File: src/rtl/stopwatch_core_pkg.sv
// Shared definitions for the stopwatch core: FSM states, BCD digit type,
// digit limits, time_bcd field offsets and the two-digit mod-60 BCD
// increment used by both the seconds/minutes counters and the alarm look-ahead.
package stopwatch_core_pkg;

  typedef enum logic [1:0] {
    ST_IDLE  = 2'd0,
    ST_RUN   = 2'd1,
    ST_PAUSE = 2'd2
  } state_t;

  typedef logic [3:0] bcd_digit_t;

  localparam bcd_digit_t SEC_TENS_MAX = 4'd5;
  localparam bcd_digit_t ONES_MAX     = 4'd9;
  localparam logic [7:0] MOD60_LAST   = {SEC_TENS_MAX, ONES_MAX};

  // LSB positions of each digit inside time_bcd
  localparam int S_ONES_LSB = 0;
  localparam int S_TENS_LSB = 4;
  localparam int M_ONES_LSB = 8;
  localparam int M_TENS_LSB = 12;
  localparam int H_ONES_LSB = 16;
  localparam int H_TENS_LSB = 20;

  // {tens,ones} + 1 with wrap 59 -> 00
  function automatic logic [7:0] bcd60_inc(input logic [7:0] v);
    bcd_digit_t t;
    bcd_digit_t o;
    t = v[7:4];
    o = v[3:0];
    if (o == ONES_MAX) begin
      o = 4'd0;
      t = (t == SEC_TENS_MAX) ? 4'd0 : t + 4'd1;
    end else begin
      o = o + 4'd1;
    end
    return {t, o};
  endfunction

endpackage

File: src/rtl/stopwatch_core_bcd_mod60_digit.sv
// Two-digit BCD counter 00..59 (seconds or minutes).
// Ports:
//   clk, rst_n : clock, asynchronous active-low reset
//   inc        : advance by one this cycle
//   clr        : synchronous zero, overrides inc
//   value      : {tens, ones}
//   carry      : combinational, high when inc would wrap 59 -> 00
module stopwatch_core_bcd_mod60_digit
  import stopwatch_core_pkg::*;
(
  input  logic       clk,
  input  logic       rst_n,
  input  logic       inc,
  input  logic       clr,
  output logic [7:0] value,
  output logic       carry
);

  assign carry = inc && (value == MOD60_LAST);

  always_ff @(posedge clk or negedge rst_n) begin
    if (!rst_n) begin
      value <= 8'h00;
    end else if (clr) begin
      value <= 8'h00;
    end else if (inc) begin
      value <= bcd60_inc(value);
    end
  end

endmodule

File: src/rtl/stopwatch_core.sv
// Stopwatch core: edge-detects the divider's slow tick and counts BCD
// HH:MM:SS under start/pause/clear control.
// Ports:
//   clk, rst_n            : system clock, asynchronous active-low reset
//   tick_in               : divided square wave, synchronous to clk
//   start, pause, clear   : one-cycle control pulses (clear > pause > start > tick)
//   time_bcd[23:0]        : {h_tens,h_ones,m_tens,m_ones,s_tens,s_ones}
//   running               : high while in RUN
//   day_wrap              : one-cycle pulse aligned with the HOUR_MAX:59:59 -> 00:00:00 wrap
//   alarm                 : alarm match pulse, constant 0 unless STOPWATCH_ALARM_EN
//   alarm_set, alarm_hm   : only with STOPWATCH_ALARM_EN; latch/arm HH:MM alarm
// Parameters: HOUR_MAX (1..23) last hour before wrap, TICK_RISE 1=rising/0=falling.
// Optional feature macro: STOPWATCH_ALARM_EN.
//
// state    | meaning
// ST_IDLE  | stopped at cleared time, waiting for start
// ST_RUN   | counting qualifying tick edges
// ST_PAUSE | frozen, time held, waiting for start
module stopwatch_core
  import stopwatch_core_pkg::*;
#(
  parameter int HOUR_MAX  = 23,
  parameter int TICK_RISE = 1
) (
  input  logic        clk,
  input  logic        rst_n,
  input  logic        tick_in,
  input  logic        start,
  input  logic        pause,
  input  logic        clear,
  output logic [23:0] time_bcd,
  output logic        running,
  output logic        day_wrap,
  output logic        alarm
`ifdef STOPWATCH_ALARM_EN
  ,
  input  logic        alarm_set,
  input  logic [15:0] alarm_hm
`endif
);

  localparam bcd_digit_t HMAX_TENS = 4'(HOUR_MAX / 10);
  localparam bcd_digit_t HMAX_ONES = 4'(HOUR_MAX % 10);

  state_t     state;
  logic       tick_q;
  logic       tick_pulse;
  logic       count_en;
  logic [7:0] sec_val;
  logic [7:0] min_val;
  logic       sec_carry;
  logic       min_carry;
  bcd_digit_t h_tens;
  bcd_digit_t h_ones;
  logic       hour_at_max;
  logic [7:0] hour_next;

  always_ff @(posedge clk or negedge rst_n) begin
    if (!rst_n) tick_q <= 1'b0;
    else        tick_q <= tick_in;
  end

  assign tick_pulse = (TICK_RISE != 0) ? (tick_in & ~tick_q) : (~tick_in & tick_q);

  // A tick coinciding with clear or pause is dropped.
  assign count_en = (state == ST_RUN) && tick_pulse && !clear && !pause;

  always_ff @(posedge clk or negedge rst_n) begin
    if (!rst_n) begin
      state   <= ST_IDLE;
      running <= 1'b0;
    end else if (clear) begin
      state   <= ST_IDLE;
      running <= 1'b0;
    end else if (pause && state == ST_RUN) begin
      state   <= ST_PAUSE;
      running <= 1'b0;
    end else if (start && state != ST_RUN) begin
      state   <= ST_RUN;
      running <= 1'b1;
    end
  end

  stopwatch_core_bcd_mod60_digit u_sec (
    .clk   (clk),
    .rst_n (rst_n),
    .inc   (count_en),
    .clr   (clear),
    .value (sec_val),
    .carry (sec_carry)
  );

  stopwatch_core_bcd_mod60_digit u_min (
    .clk   (clk),
    .rst_n (rst_n),
    .inc   (sec_carry),
    .clr   (clear),
    .value (min_val),
    .carry (min_carry)
  );

  // Hours are a decimal pair with a parameterised wrap point.
  assign hour_at_max = (h_tens == HMAX_TENS) && (h_ones == HMAX_ONES);

  always_comb begin
    hour_next = {h_tens, h_ones};
    if (hour_at_max)              hour_next = 8'h00;
    else if (h_ones == ONES_MAX)  hour_next = {h_tens + 4'd1, 4'd0};
    else                          hour_next = {h_tens, h_ones + 4'd1};
  end

  always_ff @(posedge clk or negedge rst_n) begin
    if (!rst_n) begin
      h_tens <= 4'd0;
      h_ones <= 4'd0;
    end else if (clear) begin
      h_tens <= 4'd0;
      h_ones <= 4'd0;
    end else if (min_carry) begin
      {h_tens, h_ones} <= hour_next;
    end
  end

  always_ff @(posedge clk or negedge rst_n) begin
    if (!rst_n) day_wrap <= 1'b0;
    else        day_wrap <= min_carry && hour_at_max;
  end

  always_comb begin
    time_bcd = '0;
    time_bcd[H_TENS_LSB +: 4] = h_tens;
    time_bcd[H_ONES_LSB +: 4] = h_ones;
    time_bcd[M_TENS_LSB +: 4] = min_val[7:4];
    time_bcd[M_ONES_LSB +: 4] = min_val[3:0];
    time_bcd[S_TENS_LSB +: 4] = sec_val[7:4];
    time_bcd[S_ONES_LSB +: 4] = sec_val[3:0];
  end

`ifdef STOPWATCH_ALARM_EN
  logic [15:0] alarm_reg;
  logic        alarm_armed;
  logic [7:0]  hour_after;
  logic [7:0]  min_after;

  // Look ahead to the value this count produces so the pulse lines up with it.
  // sec_carry already implies a count whose new seconds are 00.
  assign min_after  = bcd60_inc(min_val);
  assign hour_after = min_carry ? hour_next : {h_tens, h_ones};

  always_ff @(posedge clk or negedge rst_n) begin
    if (!rst_n) begin
      alarm_reg   <= 16'h0000;
      alarm_armed <= 1'b0;
      alarm       <= 1'b0;
    end else begin
      if (alarm_set) begin
        alarm_reg   <= alarm_hm;
        alarm_armed <= 1'b1;
      end
      alarm <= alarm_armed && sec_carry && ({hour_after, min_after} == alarm_reg);
    end
  end
`else
  assign alarm = 1'b0;
`endif

endmodule

File: config.mk
export PLATFORM = sky130hd
export DESIGN_NAME = stopwatch_core
export DESIGN_NICKNAME = d
export VERILOG_FILES = /design/src/rtl/stopwatch_core_pkg.sv /design/src/rtl/stopwatch_core_bcd_mod60_digit.sv /design/src/rtl/stopwatch_core.sv
export SDC_FILE = /design/constraint.sdc
export NUM_CORES = 1
export LEC_CHECK = 0
export BUFFER_PORTS_ARGS = -buffer_cell sky130_fd_sc_hd__buf_2
export CORE_ASPECT_RATIO = 1.1
export CORE_MARGIN = 2
export CORE_UTILIZATION = 49
export DETAILED_ROUTE_END_ITERATION = 7
export PLACE_DENSITY = 0.86
export SLEW_MARGIN = 20
export SYNTH_ARGS = -nofsm -noshare
export SYNTH_HDL_FRONTEND = slang
export SYNTH_HIERARCHICAL = 1
export SYNTH_SLANG_ARGS = --single-unit
File: constraint.sdc
create_clock -name clk -period 2.5 [get_ports clk]
set_input_delay 0.125 -clock clk [delete_from_list [all_inputs] [get_ports clk]]
set_output_delay 0.125 -clock clk [all_outputs]
set_load 0.05 [all_outputs]
==> results of run 1 <==
## where the power goes
group	switching [mW]	internal (mW)	total [mW]
Sequential	0.00514	0.458	0.463
Clock	0.137	0.0628	0.200
Combinational	0.0381	0.0142	0.0523
Total	0.180	0.535	0.715
## repair_timing
action | 4_1_cts | 5_1_grt
endpoints found under the setup margin | 0 | 1
gates resized for setup | 0 | 1
hold endpoints to repair | 29 | 0
hold buffers | 2 | 0
## per-stage QoR
stage	total power, mW	utilization (%)	instances	setup slack [ns]	instance area (sq um)
2_1_floorplan	0.501	-	161	0.0104	1640
3_3_place_gp	0.521	59.1	224	0.364	1830
3_5_place_dp	0.522	59.1	224	0.223	1830
4_1_cts	0.719	60.6	230	0.192	1880
5_1_grt	0.738	60.8	230	0.0535	1890
6_report	0.715	60.8	230	0.253	1890
## synthesized netlist by cell type (all sizes together) (2+ instances only)
library cell   n
nand2          9
o31ai          2
clkbuf         4
inv            7
ha            10
and4b          3
nor3           5
or4            2
nand3          3
dfrtp         28
a22oi          2
or3            3
nor4b          2
nand3b        10
nand4b         4
and3b          2
xor2           2
nand2b         5
a21oi         14
nor2           7
nor2b          4
o21ai         14
## routing by layer
layer	routed length [microns]	track usage [%]
met1	1440	24.7
met2	1640	33.3
met3	98	1.82
met5	0	0
met4	36	5.97
## worst max-delay path: cells and delay by family (launching register included)
family	cells	cell delay [ns]
compound gates	2	0.28
flops	1	0.40
simple gates	7	1.51
## cells in the final DEF (no fill, tap or decap), drive strengths merged, types with 2 or more instances in the layout
master / n
a21oi: 14
nor4b: 2
buf: 34
dlygate4sd3: 2
nand2b: 5
nand4b: 4
or4: 2
nand2: 9
nand3b: 10
nand3: 3
a22oi: 2
dfrtp: 28
nor3: 5
o21ai: 14
o31ai: 2
clkbuf: 4
nor2b: 4
or3: 3
ha: 10
and3b: 2
nor2: 7
inv: 7
and4b: 3
xor2: 2
## registers in the layout, summed over array words and instances, names as in the netlist
register     cells
u_min/value      8
state            2
h_tens           4
day_wrap         1
u_sec/value      8
h_ones           4
tick_q           1
## worst paths after layout
path	cells past startpoint	from	slack (ns)	end
worst min register to register	1	state[0]	0.59	state[0]
min in group asynchronous	2	rst_n	0.31	h_tens[0]
worst min-delay path	2	start	0.02	state[0]
max in group asynchronous	2	rst_n	1.76	state[0]
worst max register to register	9	tick_q	0.25	h_tens[2]
worst max-delay path	9	tick_q	0.25	h_tens[2]
## kinds of logic after synthesis
kind of cell    after synthesis
mux                           2
xor+xnor                      3
other cells                   1
compound gates               41
fa+ha+maj                    10
flops                        28
simple gates                 64
buf+inv                      12
## area by class of cell
class | instances | share of cell area (%)
clock buffer | 4 | 1.39
inverter | 7 | 1.39
multi-input combinational | 121 | 47.2
sequential | 28 | 37.2
tap | 34 | 2.26
timing repair buffer | 36 | 10.5
==> metrics, run 1 <==
status finished with violations; failing checks design-rule violations; vias in the first global route 1337; Fin Hold WS approximately 0.016 ns; leading post-synthesis cells by cell area dfrtp_1, ha_1, a21oi_1, nand3b_1, o21ai_0; fin. max-slew vios 0; final worst path period need 2.25 ns; initial antenna violation count 0; Post-synth EDFFs 0; Post-Synth Simple-Gate Area 27.0%; post-synthesis adder-cell area fraction approximately 7.7%; detailed-placement wirelength estimate ~2.3 mm; Post-CTS Setup Inserts 0; nets roughly 210; Post-Synthesis Cells ~160; die area 3770 sq um; CP required 2.78 ns; largest family of logic cells by synthesized area simple AND/OR/NAND/NOR gates; Async SR Flop Fraction 100%; startpoint type of the worst setup path flip-flop; cell mode on critical path nor3_4; Peak VDD IR 182 uV; Final Cycle Share roughly nine tenths; CP Cell Sequence nand4bb_1 -> nor3_4 -> nand4b_2 -> nor2_2 -> nand3b_4 -> nor3_4 -> o21ai_0 -> or3_1 -> a21oi_1; Starting Density approximately 52%; total grt overflow 0; Synth warnings 6; worst setup path class reg -> reg; sequential area share after synthesis 43.4%; die span in x 58.7 microns; Mapped Nets 177; PwrDens 379 nW/um^2; Reg area 702 sq um; synth-to-layout area growth 16.7%; total number of H-tree levels 1; Synth top area share 43.4%; Worst slew margin between 50% and 60%; wire per inst 14.0 microns; num rows 21; Num CTS Buffers 3; Clock Tree Buf Depth 2; Tightest Pin Transition ~0.6 ns; Final GP Congestion 0.770; Synth Register Bits 28; CP max FO 5; worst-skew pair later-pin latency 0.34 ns; Clock Sinks 28; Via density 5.95; drt drc 3; crit end category flip-flop; Top FF cell, synth dfrtp_1; layout cells sized above 1 26.0%; detailed-route via count 1369; mux contribution to synthesized area under 10%; final WL 3.22 mm; root buffer cell clkbuf_4; Clock Skews 0.00699 ns; first-pass GRT wire length 5.81 mm; # IOs 33; cell taking the most area after synthesis dfrtp_1; first-pass iteration count of the detailed router 6; Routed Antenna Nets 0; min-delay worst type in -> reg; LEAKAGE around 0.94 nW; Total Routing Usage GR 19.2%; IO Port Bufs 31; slowest cell on the critical path dfrtp_1; worst path arrival time 2.53 ns; post-synthesis cell area 1620 sq um; Ant. Diodes 0; fill cell count 278; Iteration-0 DRC Markers 45; largest net degree at the start of global routing 32; Synth Area per Inst around 10 sq um; multi-input logic area 891 sq um; complex-gate fraction of the synthesized area approximately 16%; die height around 64 microns; Setup Viol. Count Final 0; post-synth cell types 49; Max Freq about 450 MHz; CTS tree yes; RSZ-0062 raised after global routing false; Max Cap Viol 0; post-synthesis xor/xnor area fraction 1.63%; Core Region approximately 3100 sq um; setup TNS 0 ns; CP max stage delay 0.40 ns; Clock Pin Slew Worst Setup and Hold Paths 0.15 ns; final hold vios 0
Power figures use the tool's default switching activity.
==> run 2: changes to the inputs <==
--- a/config.mk
+++ b/config.mk
@@ -6,11 +6,12 @@
 export NUM_CORES = 1
 export LEC_CHECK = 0
 export BUFFER_PORTS_ARGS = -buffer_cell sky130_fd_sc_hd__buf_2
+export CELL_PAD_IN_SITES_DETAIL_PLACEMENT = 1
+export CELL_PAD_IN_SITES_GLOBAL_PLACEMENT = 2
 export CORE_ASPECT_RATIO = 1.1
-export CORE_MARGIN = 2
-export CORE_UTILIZATION = 49
+export CORE_UTILIZATION = 30
 export DETAILED_ROUTE_END_ITERATION = 7
-export PLACE_DENSITY = 0.86
+export PLACE_DENSITY = 0.85
 export SLEW_MARGIN = 20
 export SYNTH_ARGS = -nofsm -noshare
 export SYNTH_HDL_FRONTEND = slang
==> run 2 against run 1 <==
  * Final area up 4.0%
  * Combinational power up 2%
  * Final cell count up 17%
  * Total power up 13%
  * Largest cell class unchanged
  * Sequential power about the same
  * The run now ends clean
  * Count of clock-buffer cells in the layout unchanged
  * Critical endpoint unchanged
  * Via count down 1.5%
  * Critical path type is now in -> reg
  * Register-to-register slack better by 0.07 ns
  * Routed wire length up 14%
  * Clock skew down 0.0043 ns
==> metrics, run 2 (same netlist as run 1, synthesis figures left out) <==
status finished, final reports clean; Final Cycle Share 88.3% (-1.6 points); CTS tree yes; Clock Skews 0.00270 ns (-0.00428 ns); Final GP Congestion 0.774 (+0.52%); startpoint type of the worst setup path primary input; final WL 3.68 mm (+14%); Comb pwr share 6.6% (-0.7 points); nets 213 (unchanged); min-delay worst type in -> reg; num rows 27 (+29%); cell mode on critical path nor3_4; layout cells sized above 1 26.5% (+0.51 points); detailed-placement wirelength estimate 2.61 mm (+12%); Max Freq 453 MHz (+1.8%); CP max stage delay 0.52 ns (+0.12 ns); fill cell count 600 (+120%); Seq pwr share 57.4% (-7.3 points); Fin Hold WS 0.103 ns (+0.0865 ns); CP bufs+invs 2 (+2); wire per inst 13.7 microns (-1.9%); Setup Viol. Count Final 0 (unchanged); PwrDens 411 nW/um^2 (+8.5%); root buffer cell clkbuf_8; first-pass iteration count of the detailed router 4 (-2); CP required 2.71 ns (-0.07 ns); die height 79.0 microns (+23%); Tightest Pin Transition 0.651 ns (+0.0386 ns); Clock Pin Slew Worst Setup and Hold Paths 0.10 ns (-0.05 ns); Non-Filler Instances 268 (+17%); IO Port Bufs 31 (unchanged); die area 5680 sq um (+51%); total number of H-tree levels 1 (unchanged); die span in x 72.0 microns (+23%); initial antenna violation count 0 (unchanged); Overall Power 0.807 mW (+13%); Worst slew margin 56.6% (-2.6 points); Num CTS Buffers 3 (unchanged); Peak VDD IR 181 uV (-0.58%); Internal 0.613 mW (+15%); CP top delay family simple AND/OR/NAND/NOR gates; NetSw 0.194 mW (+7.6%); Iteration-0 DRC Markers 61 (+36%); Max Cap Viol 0 (unchanged); Reg area 702 sq um (unchanged); Ant. Diodes 0 (unchanged); final core occ 38.5% (-22 points); setup TNS 0 ns (unchanged); total grt overflow 0 (unchanged); vias in the first global route 1300 (-2.8%); Routed Antenna Nets 0 (unchanged); Clock Sinks 28 (unchanged); Total Routing Usage GR 13.7% (-5.5 points); commonest cells after routing, fill and taps aside buf_2, dfrtp_1, a21oi_1, o21ai_0, ha_1; worst path arrival time 2.42 ns (-0.11 ns); final hold vios 0 (unchanged); multi-input logic area 891 sq um (unchanged); clock power share 36.0% (+8.1 points); fin. max-slew vios 0 (unchanged); placed cell count 262 (+17%); synth-to-layout area growth 21.5%; drt drc 0 (-3); largest net degree at the start of global routing 32 (unchanged); crit end category flip-flop; # IOs 33 (unchanged); Clock Tree Buf Depth 2 (unchanged); CP Cell Sequence dlygate4sd3_1 -> buf_2 -> nand4bb_1 -> nor3_4 -> nand4b_2 -> nor2_2 -> nand3b_4 -> nor3_4 -> o21ai_0 -> or3_1 -> a21oi_1; Net Sw Frac 24.0% (-1.2 points); CP max FO 5 (unchanged); detailed-route via count 1348 (-1.5%); biggest regs u_min/value x8, u_sec/value x8; slowest cell on the critical path dlygate4sd3_1; RSZ-0062 raised after global routing false; LEAKAGE 0.952 nW (+1.5%); Core Region 5100 sq um (+65%); worst-skew pair later-pin latency 0.28 ns (-0.06 ns); first-pass GRT wire length 6.18 mm (+6.3%); Post-CTS Setup Inserts 0 (unchanged); Via density 5.03 (-15%); worst setup path class in -> reg; Starting Density 31.7% (-20 points); leading cell type in the layout, fill and taps excluded buf_2; final worst path period need 2.21 ns (-0.0395 ns)
==> run 2: per-layer routing <==
metal / vias to the layer above / part of all wire, % / GRT usage [%]
met1: 663 / 50 / 18.6
met2: 23 / 47 / 22.2
li1: 658 / - / -
met3: 4 / 1.8 / 1.52
met4: 0 / 1.4 / 5.29
met5: - / 0 / 0
==> run 2: path summary, 6_finish.rpt <==
path                                start             end  slack, ns  cells after the start
max in group asynchronous           rst_n        state[0]       1.65                      2
min in group asynchronous           rst_n       h_tens[0]       0.40                      2
min reg2reg                u_sec/value[4]  u_sec/value[4]       0.58                      1
max reg2reg                        tick_q       h_tens[2]       0.32                      9
min                                 start        state[0]       0.10                      2
max                               tick_in       h_tens[2]       0.29                     11
==> run 2: power by group through the flow <==
| stage | Sequential (mW) | Clock [mW] | Combinational [mW] |
|---|---|---|---|
| after detailed placement | 0.472 | 0 | 0.0526 |
| after global placement | 0.471 | 0 | 0.0523 |
| after global routing | 0.464 | 0.313 | 0.0594 |
| final | 0.463 | 0.291 | 0.0533 |
| after CTS | 0.463 | 0.300 | 0.0550 |
| after floorplan | 0.481 | 0 | 0.0196 |
==> run 2: final cells by class <==
| class | count | area share [%] |
|---|---|---|
| Clock buffer | 4 | 2.81 |
| Inverter | 7 | 1.34 |
| Multi-Input combinational cell | 121 | 45.4 |
| Sequential cell | 28 | 35.8 |
| Tap cell | 72 | 4.59 |
| Timing Repair Buffer | 36 | 10.1 |
==> run 2: stage by stage <==
stage               instance area (sq um)  setup WS (ns)
floorplan                            1640         0.0104
global placement                     1880          0.328
detailed placement                   1880          0.233
CTS                                  1960          0.203
global route                         1960         0.0637
finish                               1960          0.293
==> run 2: repair_timing <==
action / CTS / global route
hold endpoints to repair: 29 / 0
hold buffers: 2 / 0
endpoints found under the setup margin: 0 / 2
gates resized for setup: 0 / 1
==> run 3: changes to the inputs <==
--- a/config.mk
+++ b/config.mk
@@ -9,9 +9,10 @@
 export CELL_PAD_IN_SITES_DETAIL_PLACEMENT = 1
 export CELL_PAD_IN_SITES_GLOBAL_PLACEMENT = 2
 export CORE_ASPECT_RATIO = 1.1
-export CORE_UTILIZATION = 30
+export CORE_UTILIZATION = 32
+export CTS_BUF_LIST = sky130_fd_sc_hd__clkbuf_8
 export DETAILED_ROUTE_END_ITERATION = 7
-export PLACE_DENSITY = 0.85
+export PLACE_DENSITY = 0.89
 export SLEW_MARGIN = 20
 export SYNTH_ARGS = -nofsm -noshare
 export SYNTH_HDL_FRONTEND = slang
==> run 3 against run 2 <==
  * Worst setup slack got worse by 0.076 ns
  * Clock power decreased by 1%
  * Die area decreased by 6.1%
  * First-iteration DRC count decreased by 25%
  * Via count decreased by 1.8%
  * Routed wire length decreased by 2.4%
  * Global-route usage increased by 0.74 points
  * Non-clock buffer count increased by 1
  * Total power decreased by 0.56%
  * Count of clock-buffer cells in the layout unchanged
  * Critical path depth unchanged
  * Critical path type unchanged
==> metrics, run 3 (same netlist as run 1, synthesis figures left out) <==
layout cells sized above 1 27.4% (+0.88 points); Clock Tree Buf Depth 2 (unchanged); Clock Sinks 28 (unchanged); Routed Antenna Nets 0 (unchanged); startpoint type of the worst setup path primary input; Hold Startpoint start; worst r2r src tick_q; PwrDens 413 nW/um^2 (+0.40%); first-pass GRT wire length 6.36 mm (+3.0%); Clock Pin Slew Worst Setup and Hold Paths 0.10 ns (about the same); fill cell count 564 (-6.0%); detailed-route via count 1324 (-1.8%); nets 214 (+0.47%); CP max FO 5 (unchanged); worst setup path class in -> reg; num rows 26 (-3.7%); CP required 2.71 ns (about the same); Setup Viol. Count Final 0 (unchanged); Post-CTS Setup Inserts 0 (unchanged); final hold vios 0 (unchanged); Iteration-0 DRC Markers 46 (-25%); biggest regs u_min/value x8, u_sec/value x8; leading cell type in the layout, fill and taps excluded buf_2; synth-to-layout area growth 20.3%; final core occ 40.9% (+2.5 points); wire per inst 14.2 microns (+3.4%); min-delay worst type in -> reg; RSZ-0062 raised after global routing false; first-pass iteration count of the detailed router 4 (unchanged); CTS tree yes; vias in the first global route 1329 (+2.2%); fin. max-slew vios 0 (unchanged); final WL 3.59 mm (-2.4%); Peak VDD IR 252 uV (+39%); setup TNS 0 ns (unchanged); Total Routing Usage GR 14.4% (+0.74 points); Via density 5.23 (+4.0%); Num CTS Buffers 3 (unchanged); Final GP Congestion 0.753 (-2.6%); r2r endpoint h_tens[2]; die height 76.5 microns (-3.1%); Max Freq 438 MHz (-3.3%); # IOs 33 (unchanged); Worst R2R Setup Slack 0.23 ns (-0.09 ns); worst path arrival time 2.49 ns (+0.07 ns); total grt overflow 0 (unchanged); Tightest Pin Transition 0.636 ns (-0.0144 ns); final worst path period need 2.28 ns (+0.0756 ns); Worst slew margin 57.6% (+0.96 points); IO Port Bufs 31 (unchanged); status finished, final reports clean; Worst Hold Endpoint state[0]; LEAKAGE 0.941 nW (-1.1%); post-route cell area 1940 sq um (-0.96%); reg2reg path depth 9 (unchanged); Core Region 4750 sq um (-6.9%); commonest cells after routing, fill and taps aside buf_2, dfrtp_1, a21oi_1, o21ai_0, ha_1; hold path cells 2 (unchanged); crit end category flip-flop; largest net degree at the start of global routing 32 (unchanged); Clock Skews 0.00261 ns (-0.0000925 ns); Starting Density 34.0% (+2.3 points); detailed-placement wirelength estimate 2.53 mm (-3.1%); worst-skew pair later-pin latency 0.28 ns (about the same); Ant. Diodes 0 (unchanged); Max Cap Viol 0 (unchanged); Post-DP Area 1870 sq um (-0.67%); root buffer cell clkbuf_8; die area 5340 sq um (-6.1%); Final Cycle Share 91.3% (+3.0 points); total number of H-tree levels 1 (unchanged); die span in x 69.7 microns (-3.1%); initial antenna violation count 0 (unchanged); drt drc 0 (unchanged)
## run 3: cell count changes in the layout (fill, tap and decap cells not counted), sizes merged
cell and delta:
buf +1
## run 3: routing by layer
metal | wire, microns | GRT usage (%) | vias to the layer above
li1 | - | - | 653
met4 | 25 | 2.40 | 0
met3 | 133 | 3.84 | 5
met2 | 1640 | 23.3 | 23
met5 | 0 | 0 | -
met1 | 1800 | 19.6 | 643
## run 3: through the flow
step | setup WS [ns] | total power [mW] | cells | hold WS [ns]
detailed placement | 0.266 | 0.523 | 247 | 0.193
CTS | 0.246 | 0.815 | 253 | 0.0782
global route | 0.00409 | 0.839 | 253 | 0.0725
global placement | 0.354 | 0.522 | 247 | 0.190
finish | 0.217 | 0.802 | 253 | 0.0821
floorplan | 0.0104 | 0.501 | 161 | -0.171
## run 3: worst max-delay path by stage
| stage | from | endpoint | cells after the start |
|---|---|---|---|
| after detailed placement | tick_q | h_ones[3] | 8 |
| after global routing | tick_q | h_tens[2] | 9 |
| after CTS | tick_in | h_ones[3] | 10 |
| after floorplan | u_sec/value[0] | h_ones[3] | 8 |
| after global placement | tick_q | h_ones[3] | 8 |
| final | tick_in | h_tens[2] | 11 |
## run 3: what timing repair did
action	4_1_cts	5_1_grt
hold endpoints to repair	29	0
hold buffers	2	0
endpoints found under the setup margin	0	1
resized for setup	0	1
## run 3: cell type report
cell class | count | area [sq um] | share of cell area, %
multi-input combinational | 121 | 885 | 45.5
sequential | 28 | 702 | 36.1
timing repair buffer | 37 | 205 | 10.6
tap | 56 | 70.1 | 3.61
clock buffer | 4 | 55.1 | 2.83
inverter | 7 | 26.3 | 1.35
## run 3: critical path, stage by stage
cell and delay, ns:
dlygate4sd3_1 0.52, buf_2 0.10, nand4bb_1 0.15, nor3_4 0.19, nand4b_2 0.18, nor2_2 0.21
nand3b_4 0.12, nor3_2 0.24, o21ai_0 0.16, or3_1 0.36, a21oi_1 0.14
## run 3: power breakdown
part           internal, mW  switching, mW  leakage, nW  total, mW
Clock                 0.141          0.146       0.0288      0.287
Combinational        0.0142         0.0383        0.527     0.0525
Sequential            0.457        0.00511        0.386      0.462
Total                 0.613          0.190        0.941      0.802
